--- config.mk ---
export PLATFORM = sky130hd
export DESIGN_NAME = cam_capture
export DESIGN_NICKNAME = d
export VERILOG_FILES = /design/src/rtl/cam_capture.sv
export SDC_FILE = /design/constraint.sdc
export NUM_CORES = 1
export LEC_CHECK = 0
export ABC_AREA = 0
export BUFFER_PORTS_ARGS = -buffer_cell sky130_fd_sc_hd__buf_4
export CAP_MARGIN = 20
export CORE_MARGIN = 4
export CORE_UTILIZATION = 58
export CTS_CLUSTER_SIZE = 16
export DETAILED_ROUTE_END_ITERATION = 8
export GPL_TIMING_DRIVEN = 0
export PLACE_DENSITY = 0.87
export SYNTH_ARGS = -nofsm -noshare
export SYNTH_HDL_FRONTEND = slang
export SYNTH_SLANG_ARGS = --single-unit
--- constraint.sdc ---
create_clock -name CLK -period 3 [get_ports CLK]
set_input_delay 0.3 -clock CLK [delete_from_list [all_inputs] [get_ports CLK]]
set_output_delay 0.3 -clock CLK [all_outputs]
set_load 0.005 [all_outputs]
--- src/rtl/cam_capture.sv ---
// Camera capture front end: samples the 8-bit camera bus, packs byte pairs into
// RGB565 pixels and issues linear frame-buffer writes, with optional 2x2 decimation.
module cam_capture #(
    parameter int H_ACTIVE = 640,
    parameter int V_ACTIVE = 480,
    parameter int ADDR_W   = 19
) (
    input  logic              CLK,
    input  logic              RST,
    input  logic              CamVsync,
    input  logic              CamHsync,
    input  logic [7:0]        CamData,
    input  logic              Decim,
    output logic              WrEn,
    output logic [ADDR_W-1:0] WrAddr,
    output logic [15:0]       WrData,
    output logic              FrameDone,
    output logic              FrameErr,
    output logic              Locked
);

    // Counters saturate one past the active size so overlong lines/frames stay detectable.
    localparam int XW = $clog2(H_ACTIVE + 2);
    localparam int YW = $clog2(V_ACTIVE + 2);
    localparam logic [XW-1:0] X_END = XW'(H_ACTIVE);
    localparam logic [XW-1:0] X_SAT = XW'(H_ACTIVE + 1);
    localparam logic [YW-1:0] Y_END = YW'(V_ACTIVE);
    localparam logic [YW-1:0] Y_SAT = YW'(V_ACTIVE + 1);

    typedef enum logic [1:0] {
        WAIT_VS,
        WAIT_FS,
        ACTIVE
    } state_t;

    state_t state, next_state;

    logic              vs_d, hs_d;
    logic              dec_r;
    logic              phase;
    logic              err;
    logic [7:0]        hi_r;
    logic [XW-1:0]     x;
    logic [YW-1:0]     y;
    logic [ADDR_W-1:0] addr;

    logic vs_rise, vs_fall, hs_fall;
    logic frame_start, frame_end, store_ok;

    assign vs_rise     = CamVsync & ~vs_d;
    assign vs_fall     = ~CamVsync & vs_d;
    assign hs_fall     = ~CamHsync & hs_d;
    assign frame_start = (state == WAIT_FS) && vs_fall;
    assign frame_end   = (state == ACTIVE) && vs_rise;
    assign store_ok    = (x < X_END) && (y < Y_END) && (!dec_r || (!x[0] && !y[0]));

    always_ff @(posedge CLK or posedge RST) begin
        if (RST) begin
            state <= WAIT_VS;
        end else begin
            state <= next_state;
        end
    end

    always_comb begin
        next_state = state;
        case (state)
            WAIT_VS: if (CamVsync)    next_state = WAIT_FS;
            WAIT_FS: if (frame_start) next_state = ACTIVE;
            ACTIVE:  if (frame_end)   next_state = WAIT_FS;
            default:                  next_state = WAIT_VS;
        endcase
    end

    // Frame end takes priority over capture, so a line cut by Vsync never writes its pending byte.
    always_ff @(posedge CLK or posedge RST) begin
        if (RST) begin
            vs_d      <= 1'b0;
            hs_d      <= 1'b0;
            dec_r     <= 1'b0;
            phase     <= 1'b0;
            err       <= 1'b0;
            hi_r      <= 8'd0;
            x         <= '0;
            y         <= '0;
            addr      <= '0;
            WrEn      <= 1'b0;
            WrAddr    <= '0;
            WrData    <= 16'd0;
            FrameDone <= 1'b0;
            FrameErr  <= 1'b0;
            Locked    <= 1'b0;
        end else begin
            vs_d      <= CamVsync;
            hs_d      <= CamHsync;
            WrEn      <= 1'b0;
            FrameDone <= 1'b0;
            FrameErr  <= 1'b0;
            if (frame_start) begin
                Locked <= 1'b1;
                dec_r  <= Decim;
                x      <= '0;
                y      <= '0;
                addr   <= '0;
                err    <= 1'b0;
                phase  <= 1'b0;
            end else if (frame_end) begin
                if (err || CamHsync || (y != Y_END)) begin
                    FrameErr <= 1'b1;
                end else begin
                    FrameDone <= 1'b1;
                end
                phase <= 1'b0;
            end else if (state == ACTIVE) begin
                if (CamHsync) begin
                    phase <= ~phase;
                    if (!phase) begin
                        hi_r <= CamData;
                    end else begin
                        if (store_ok) begin
                            WrEn   <= 1'b1;
                            WrData <= {hi_r, CamData};
                            WrAddr <= addr;
                            addr   <= addr + ADDR_W'(1);
                        end
                        if (x != X_SAT) begin
                            x <= x + XW'(1);
                        end
                    end
                end else if (hs_fall) begin
                    if ((x != X_END) || phase) begin
                        err <= 1'b1;
                    end
                    x     <= '0;
                    phase <= 1'b0;
                    if (y != Y_SAT) begin
                        y <= y + YW'(1);
                    end
                end
            end
        end
    end

endmodule

# == After elaboration in Yosys (flattened, before gate mapping) ==
# Cells that the tools add are included.
# word_totals
ff_bits,92
in_bits,13
# op_classes
add_sub_neg,3
magnitude_cmp,2
eq_ne,13
n_mux,46
bitwise,9
reduce_logical,31
# op_table
operator,n
two-way mux 19 bit,6
two-way mux 10 bit,7
two-way mux 9 bit,6
AND reduction 5 bit,5
two-way mux 1 bit,23
"!= test 10 bit, second input constant",2
"adder 19 x 1 -> 19 bit, second input constant",1
"!= test 9 bit, second input constant",2
nonzero test 2 bit,7
"adder 10 x 1 -> 10 bit, second input constant",1
"< comparator 10 bit, second input constant",1
"adder 9 x 1 -> 9 bit, second input constant",1
"< comparator 9 bit, second input constant",1
"!= test 2 bit, second input constant",4
two-way mux 2 bit,3
"!= test 3 x 1 -> 1 bit, second input constant",2
NOT 1 bit,6
case mux 2 bit (3 select lines),1
AND reduction 6 bit,1
nonzero test 3 bit,2
logical AND 1 bit,5
logical OR 1 bit,4
nonzero test 4 bit,1
AND 1 bit,3
other kinds (7),9

# == Logic depth before layout (Yosys ltp) ==
# logic_depth
word_depth,10
ltp_mapped,7
depth_no_buf,6

# == Worst setup path after synthesis ==
# Ideal clock, no wire load.
# synth_timing
path_type,reg-to-reg
startpoint,register x[7]
endpoint,register WrData[0]
arrival_ns,1.665
required_ns,2.875
slack_ns,1.210
stages_incl_launch_ff,6
synth_period_minus_slack_ns,1.790
path_cell_list,dfrtp_1 -> o21ai_0 -> nand4_1 -> nor2_1 -> buf_2 -> mux2_2
# synth_between
elab_chain_len,4
# synth_rtl
item,line,text
start: declaration,43,logic [XW-1:0] x;
start signal: assignment,127,x <= x + XW'(1);
< comparator 10 bit,55,assign store_ok = (x < X_END) && (y < Y_END) && (!dec_r || (!x[0] && !y[0]));
logical AND 1 bit (2 in a row),55,
AND reduction 6 bit (no source line),n/a,
end signal: assignment,122,"WrData <= {hi_r, CamData};"
end: declaration,16,"output logic [15:0] WrData,"
# Every way passes these cells.
# A chain may end at the register's enable or synchronous reset.

# == Worst setup path after layout ==
# layout_timing
startpoint,register x[8]
endpoint,register WrData[3]
# The elaborated chain is that of the path after synthesis.

==> impl_results.md <==
* Die Ht at 95.9 um
* First-pass GRT wire length at 16500 um
* Register bit total from synthesis at 92
* Slew margin rel. at 53.0%
* Vias in the first global route at 3371
* P&R area growth vs syn at 16.8%
* Dominant synthesized flop cell: dfrtp_1
* Syn Nets at 407
* Setup Buffers After CTS at 0
* Resized cells post-CTS at 0
* Max clock buf depth at 2
* Via density at 6.43
* WL per Instance at 18.0 um
* Via count at 3569
* Total GRT Usage at 23.1%
* DR iter-0 viols at 182
* WHS at 0.0380 ns
* Psw at 0.000845 W
* Comb power frac at 16.5%
* Cell-internal power at 0.00201 W
* Fmax at 437 MHz
* CTS tree: yes
* Worst Setup Path Type: reg -> reg
* Layout cell share with drive strength beyond 1 at 29.6%
* Drt drc at 0
* CTS H-tree lvls at 3
* Slew @ Worst Pin at 0.700 ns
* Final Max Slew Viols at 0
* CTS Buf Count at 9
* RD Place Congestion at 0.851
* Total power at 0.00286 W
* Crit path max fanout at 10
* Dpl ws at 0.754 ns
* Critical Path AT at 2.55 ns
* Die Width at 95.9 um
* Avg Inst Size Synth at 11.6 um2
* Peak supply drop at 492 uV
* Hpwl dp at 6930 um
* Final period utilization at 76.3%
* Worst-path clk slew at 0.10 ns
* Latest clock arrival within the worst-skew pair at 0.37 ns
* Root buf cell: clkbuf_8
* Final setup margin at 0.710 ns
* Sequential share of power at 53.1%
* Crit start category: flop
* Synth unique cells at 53
* Core Rows at 31
* IO buf count at 51
* Grt total ovfl at 0
* Sequential share of the synthesized area at 51.4%
* # Max-Cap Violations at 0
* Hold-fix buffers at CTS at 1
* DRT Pass-1 Iters at 5
* I/O pin count at 52
* Asr flop ratio synth at 100%
* Status: completed
* Largest net degree at the start of global routing at 54
* RSZ-0062 raised after global routing: no
* Crit end category: flop
* Antenna Violating Nets Remaining at 0
* Clock sink count at 92
* ANT cells at 0
* # setup viols final at 0
* Power Density at 547 nW/um2
* Pleak at 2.38 nW
* Cells after Synth at 387
* Die Area at 9190 um2
* Final Skew at 0.0142 ns
* Hold Violations, Final at 0
* Clock network fraction of total power at 30.4%
* Hold Path Class: in -> reg
* Initial antenna violation count at 0
* Post-Syn Area at 4480 um2
* WL final at 9960 um
* CORE AREA at 7370 um2
* Initial core utilization at 60.7%
* CP required at 3.26 ns
* Post-synth EDFFs at 0
* Final net count at 471
* Fin crit period at 2.29 ns
* Sw Share at 29.6%
* Synth Warn # at 0
[state kept, by name (all words and copies together), names as in the netlist, 2 cells and up]
signal  flops
WrData     16
addr       19
hi_r        8
state       2
y           9
WrAddr     19
x          10
[synthesized netlist by cell type, types with 10 or more instances]
library cell	count	area, um2
a21oi_1	10	50.1
buf_2	11	55.1
dfrtp_1	92	2300
mux2_2	44	495
nand2_1	19	71.3
nand3_1	20	100
nand4_1	13	81.3
nor2_1	10	37.5
nor4_1	11	68.8
o31ai_1	19	143
[routing by layer]
| layer | vias to the layer above | share of wire (%) | track usage (%) |
|---|---|---|---|
| met5 | - | 0 | 0 |
| met4 | 0 | 1.3 | 7.11 |
| met3 | 18 | 7.5 | 6.65 |
| met2 | 164 | 50 | 36.2 |
| met1 | 1775 | 41 | 31.3 |
| li1 | 1612 | - | - |
[power by group through the flow]
stage	Combinational, W	Clock [W]	Sequential [W]
final	0.000471	0.000870	0.00152
after global routing	0.000535	0.000931	0.00154
after CTS	0.000475	0.000885	0.00152
after detailed placement	0.000472	0	0.00154
after global placement	0.000438	0	0.00153
after floorplan	0.000306	0	0.00151
[layout by cell type, fill, tap and decap left out, types with 2 or more instances in the layout]
cell type	n
and2_1	6
a21oi_1	10
inv_6	3
buf_4	54
nor4b_1	2
o21ai_0	8
nor4_1	11
nand3_1	20
and4_1	8
mux2i_1	8
nor2_1	10
nand4_1	13
buf_2	11
clkbuf_8	9
a31oi_1	2
mux2_2	44
o41ai_1	6
buf_1	3
nand2_1	19
ha_1	7
a22o_1	4
nor3_1	9
inv_1	8
a221o_1	9
or4_1	8
nand4bb_1	2
and3_1	2
o21ai_1	3
or3_1	2
nand2b_1	9
clkbuf_1	5
xnor2_1	2
dfrtp_1	92
o31ai_1	19
[through the flow]
stage	util, %	cell area, um2	cells	TNS, ns
after floorplan	-	4480	387	0
after global placement	67.6	4980	537	-60.99
after detailed placement	68.0	5010	538	0
after CTS	70.9	5230	555	0
after global routing	70.9	5230	555	0
final	70.9	5230	555	0
[cells by family (layout without fill, tap and decap cells)]
group / count (synthesis) / after routing / synth area share, %
buf+inv: 32 / 101 / 3.41
fa+ha+maj: 7 / 7 / 1.96
mux: 52 / 52 / 12.9
compound gates: 68 / 68 / 11.1
simple gates: 134 / 134 / 18.8
xor+xnor: 2 / 2 / 0.391
flops: 92 / 92 / 51.4
[final timing paths]
kind                                from          to  slack [ns]  cells after the start
worst max register to register      x[8]   WrData[3]        0.71                      5
min in group asynchronous            RST  WrData[13]        0.53                      3
worst min register to register    Locked      Locked        0.48                      1
worst min-delay path            CamHsync        hs_d        0.04                      1
max in group asynchronous            RST   WrAddr[6]        1.84                      4
worst max-delay path                x[8]   WrData[3]        0.71                      5
[final cells by class]
cell class	count	area, um2
sequential	92	2300
clock inverter	7	80.1
fill	536	2140
buffer	23	119
tap	99	124
timing repair buffer	53	420
multi-input combinational	263	2020
clock buffer	9	124
inverter	9	36.3
[critical path: stages, from the launching register on]
cell and delay (ns):
dfrtp_1 0.44, o21ai_0 0.26, nand4_1 0.41, nor2_1 0.36, buf_2 0.32, mux2_2 0.38
Note: power is estimated with default switching activity, not from simulation.
